--- config.mk ---
export PLATFORM = sky130hd
export DESIGN_NAME = sub_128_seq
export DESIGN_NICKNAME = d
export VERILOG_FILES = /design/src/rtl/sub_128_seq_pkg.sv /design/src/rtl/sub_128_seq_slice.sv /design/src/rtl/sub_128_seq.sv
export SDC_FILE = /design/constraint.sdc
export NUM_CORES = 1
export LEC_CHECK = 0
export CORE_MARGIN = 1.5
export CORE_UTILIZATION = 30
export CTS_BUF_LIST = sky130_fd_sc_hd__clkbuf_4 sky130_fd_sc_hd__clkbuf_8
export CTS_CLUSTER_DIAMETER = 120
export DETAILED_ROUTE_END_ITERATION = 8
export SLEW_MARGIN = 40
export SYNTH_ARGS = -nofsm -noshare
export SYNTH_HDL_FRONTEND = slang
export SYNTH_SLANG_ARGS = --single-unit
--- constraint.sdc ---
create_clock -name clk -period 9.2 [get_ports clk]
set_input_delay 1.84 -clock clk [delete_from_list [all_inputs] [get_ports clk]]
set_output_delay 1.84 -clock clk [all_outputs]
set_load 0.005 [all_outputs]
--- src/rtl/sub_128_seq_pkg.sv ---
// Shared constants and FSM state type for the sequential 128-bit subtractor.
package sub128_pkg;
  localparam int WIDTH  = 128;
  localparam int SLICE  = 24;
  localparam int NSLICE = (WIDTH + SLICE - 1) / SLICE;
  localparam int LAST_W = WIDTH - (NSLICE - 1) * SLICE;

  typedef enum logic [1:0] {IDLE, RUN, DONE} state_t;
endpackage

--- src/rtl/sub_128_seq_slice.sv ---
// Combinational W-bit subtract-with-borrow slice: d = a - b - bin, bout = 1 on underflow.
module sub_slice #(
  parameter int W = 24
) (
  input  logic [W-1:0] a,
  input  logic [W-1:0] b,
  input  logic         bin,
  output logic [W-1:0] d,
  output logic         bout
);
  logic [W:0] ext;

  // One extra bit catches the underflow; its MSB is the borrow out.
  assign ext  = {1'b0, a} - {1'b0, b} - {{W{1'b0}}, bin};
  assign d    = ext[W-1:0];
  assign bout = ext[W];
endmodule

--- src/rtl/sub_128_seq.sv ---
// Sequential 128-bit subtractor: one slice per clock, borrow registered between slices,
// valid/ready handshakes on both sides.
module sub_128_seq
  import sub128_pkg::*;
(
  input  logic             clk,
  input  logic             rst,
  input  logic             in_valid,
  output logic             in_ready,
  input  logic [WIDTH-1:0] a,
  input  logic [WIDTH-1:0] b,
  output logic             out_valid,
  input  logic             out_ready,
  output logic [WIDTH-1:0] diff,
  output logic             borrow
);
  state_t            state, state_nx;
  logic [2:0]        idx;
  logic [WIDTH-1:0]  opa, opb;
  logic              brw;
  logic              last;
  logic [SLICE-1:0]  a_lo, b_lo, d_lo;
  logic              bout_lo;
  logic [LAST_W-1:0] d_hi;
  logic              bout_hi;

  assign last = (idx == 3'(NSLICE - 1));

  always_comb begin
    state_nx  = state;
    in_ready  = 1'b0;
    out_valid = 1'b0;
    unique case (state)
      IDLE: begin
        in_ready = 1'b1;
        if (in_valid) state_nx = RUN;
      end
      RUN: begin
        if (last) state_nx = DONE;
      end
      DONE: begin
        out_valid = 1'b1;
        if (out_ready) state_nx = IDLE;
      end
      default: state_nx = IDLE;
    endcase
  end

  // Constant-index selection of the current low slice keeps every part-select in range.
  always_comb begin
    a_lo = '0;
    b_lo = '0;
    for (int i = 0; i < NSLICE - 1; i++) begin
      if (idx == 3'(i)) begin
        a_lo = opa[i*SLICE +: SLICE];
        b_lo = opb[i*SLICE +: SLICE];
      end
    end
  end

  sub_slice #(.W(SLICE)) u_slice_lo (
    .a    (a_lo),
    .b    (b_lo),
    .bin  (brw),
    .d    (d_lo),
    .bout (bout_lo)
  );

  sub_slice #(.W(LAST_W)) u_slice_hi (
    .a    (opa[WIDTH-1 -: LAST_W]),
    .b    (opb[WIDTH-1 -: LAST_W]),
    .bin  (brw),
    .d    (d_hi),
    .bout (bout_hi)
  );

  // Operand capture: data only, no reset needed.
  always_ff @(posedge clk) begin
    if (state == IDLE && in_valid) begin
      opa <= a;
      opb <= b;
    end
  end

  always_ff @(posedge clk) begin
    if (rst) begin
      state  <= IDLE;
      idx    <= '0;
      brw    <= 1'b0;
      diff   <= '0;
      borrow <= 1'b0;
    end else begin
      state <= state_nx;
      if (state == IDLE && in_valid) begin
        idx <= '0;
        brw <= 1'b0;
      end else if (state == RUN) begin
        brw <= bout_lo;
        if (last) begin
          idx                     <= '0;
          diff[WIDTH-1 -: LAST_W] <= d_hi;
          borrow                  <= bout_hi;
        end else begin
          idx <= idx + 3'd1;
          for (int i = 0; i < NSLICE - 1; i++) begin
            if (idx == 3'(i)) diff[i*SLICE +: SLICE] <= d_lo;
          end
        end
      end
    end
  end
endmodule
==> results.ini <==
[outcome]
status = finished clean

[setup_path]
r2r-end = diff[94]
r2r-start = idx[1]
r2r_slack_ps = 3320
worstPathArrival_ps = 6390
crit_required_ps = 9710
rr_worst_depth = 16
start_kind = flip-flop
worstSetupPathType = flip-flop to flip-flop
path_max_fanout = 33
setup.worst_path.start = idx[1]
crit_path_end_kind = flip-flop
crit_end = diff[94]

[floorplan]
die_x_um = 239
core-area_um2 = 55200
ios = 391
die_y_um = 239
die_area_um2 = 57300
start_util = 0.304
std_cell_rows = 86

[sta]
skew_ps = 37.7
fin_setup_tns_ps = 0
finalSetupViolations = 0
tightest_slew_ps = 795
fmax_mhz = 170
finalCriticalPeriod_ps = 5880
max_slew_margin = 0.470
rsz0062_at_grt = false
fin_ws_ps = 3320
hold_viol = 0
maxSlewViolCount = 0
period_share = 0.639

[place]
place_ws_ps = 3300
place_congestion = 0.877
dp_hpwl_um = 40000
place_area_um2 = 21500
portBuffers = 390

[synth]
syn_nets = 1806
muxShareOfSynthArea = 0.0287
synthAdderAreaFrac = 0.0488
synthXorXnorAreaFrac = 0.00888
yosysWarnings = 0
synth_top_family_by_area = compound AO/OA/AOI/OAI gates
syn_avg_cell_area_um2 = 11.3
synth.largest_area_cell = edfxtp_1
postSynthCellCount = 1483
synth_edf_count = 256
synth_area_leaders = edfxtp_1, dfxtp_1, nand2_1
synthArstFlopShare = 0
synth_cell_types = 70
synth_top_area_frac = 0.459
synthSimpleGateAreaFrac = 0.114
yosysSeqAreaShare = 0.620
synth-compound-area-share = 0.140
syn_area_um2 = 16800
synth-seq-cells = 391
synthFlopType = edfxtp_1

[min_path]
hp-class = flip-flop to flip-flop

[clocking]
post_cts_resized = 0
path_clk_slew_ps = 60
clock_sinks = 391
clockBufferDepth = 3
cts_hold_buf = 0
cts_made_buffers = 71
cts_tree = done
root_buffer = clkbuf_8
htreeDepth = 3
clk_latency_ps = 650
post_cts_buffers = 0

[drt]
drt_first_iter_violations = 873
ant_nets = 0
routed_wl_um = 55200
drcViolationCount = 0
avgRoutedWirePerCell_um = 20.6
vias = 13000
drt-pass1-iter-count = 5
vias_per_cell = 4.86

[grt]
overflow = 0
grt_pass1_vias = 12900
grt_pass1_wl_um = 80100
grt_max_degree = 92
grt_usage = 0.190
antenna_found_initial = 12

[layout]
n_fill_cell = 5196
syn_to_final_growth_pct = 36.9
final_core_util = 0.416
final_cell_mix = clkdlybuf4s50_1, edfxtp_1, nand2_1, dfxtp_1, o21ai_0
drive_above_1_share = 0.0880
fin_area_um2 = 23000
fin_nets = 2193
layout_commonest_cell = clkdlybuf4s50_1

[pwr]
p_leak_nw = 8.01
powerDensity_nw_per_um2 = 206
ir_worst_vdd_mv = 0.106

[job]
maxCapViolations = 0

==> sequential cells by signal, summed over array words and instances (netlist names) <==
register and count:
diff 128, opa 128, opb 128, idx 3
state 2, borrow 1, brw 1
==> metrics by stage <==
step / power [W] / hold slack, ps / instances
final: 0.00473 / 454 / 2674
after global routing: 0.00496 / 475 / 2671
after CTS: 0.00478 / 455 / 2668
after detailed placement: 0.00307 / 447 / 2545
after global placement: 0.00304 / 443 / 2544
after floorplan: 0.00261 / 448 / 1483
==> kinds of logic (layout without fill, tap and decap cells) <==
group | count (synthesis) | count (layout)
compound gates | 358 | 358
xor+xnor | 17 | 17
fa+ha+maj | 63 | 63
buf+inv | 172 | 609
flops | 391 | 391
mux | 48 | 48
other cells | 0 | 6
simple gates | 434 | 434
==> power by group <==
| part | internal, W | switching (W) | total (W) |
|---|---|---|---|
| Clock | 0.000962 | 0.000723 | 0.00169 |
| Combinational | 0.000392 | 0.000632 | 0.00102 |
| Sequential | 0.00198 | 0.0000415 | 0.00202 |
| Total | 0.00333 | 0.00140 | 0.00473 |
==> synth_stat cells, types with 4 or more instances <==
library cell / number
nor3_1: 17
o21bai_1: 4
dfxtp_1: 135
a221o_1: 24
nor2b_1: 4
nand2_1: 204
xor2_1: 8
fa_1: 4
and2_1: 4
o311a_1: 5
or3_1: 8
buf_1: 5
and3_1: 6
mux2i_1: 48
a21oi_1: 90
a2111oi_0: 4
a211oi_1: 19
xnor2_1: 9
ha_1: 59
o31ai_1: 12
inv_1: 78
nand3_1: 43
nor2_1: 100
or4_1: 6
nand4_1: 13
or2_2: 4
a21o_1: 9
a31oi_1: 12
o21ai_0: 106
a221oi_1: 23
a31o_2: 5
nand2b_1: 11
clkbuf_1: 84
o41ai_1: 6
a21boi_0: 4
a311oi_1: 4
edfxtp_1: 256
==> how the worst min path moves through the flow <==
stage / from / end / slack [ps] / cells after the start
floorplan: diff[123] / diff[123] / 450 / 2
global placement: diff[40] / diff[40] / 440 / 2
detailed placement: diff[29] / diff[29] / 450 / 2
CTS: diff[125] / diff[125] / 450 / 2
global route: diff[14] / diff[14] / 480 / 2
finish: diff[38] / diff[38] / 450 / 2
==> per-layer routing <==
| layer | GRT usage | share of wire | vias to the layer above |
|---|---|---|---|
| met1 | 0.237 | 0.43 | 6204 |
| met2 | 0.313 | 0.47 | 470 |
| met3 | 0.0485 | 0.067 | 86 |
| li1 | - | - | 6221 |
| met5 | 0 | 0.0018 | - |
| met4 | 0.0783 | 0.028 | 14 |
==> final cells by class <==
type                    count  area, µm²  share of cell area
flip-flops and latches    391      10400               0.453
inverters                  78        293              0.0128
repair buffers            408       4060               0.177
clock inverters            18        139             0.00605
clock buffers             105       1310              0.0570
well taps                 748        936              0.0408
diodes                      6       15.0            0.000654
multi-input cells         920       5800               0.253
==> worst max-delay path: stages, from the launching register on <==
cell and delay, ps:
dfxtp_4 610, buf_4 600, nor2b_4 270, buf_4 340
nand2_1 120, o21ai_0 80, a221oi_1 310, nor2_1 100
fa_1 460, fa_1 480, a21boi_0 310, a2bb2oi_1 610
a2111oi_0 280, a211oi_1 490, o21ai_0 250, o31ai_1 230
o21ai_0 180
(Power assumes the default switching activity.)
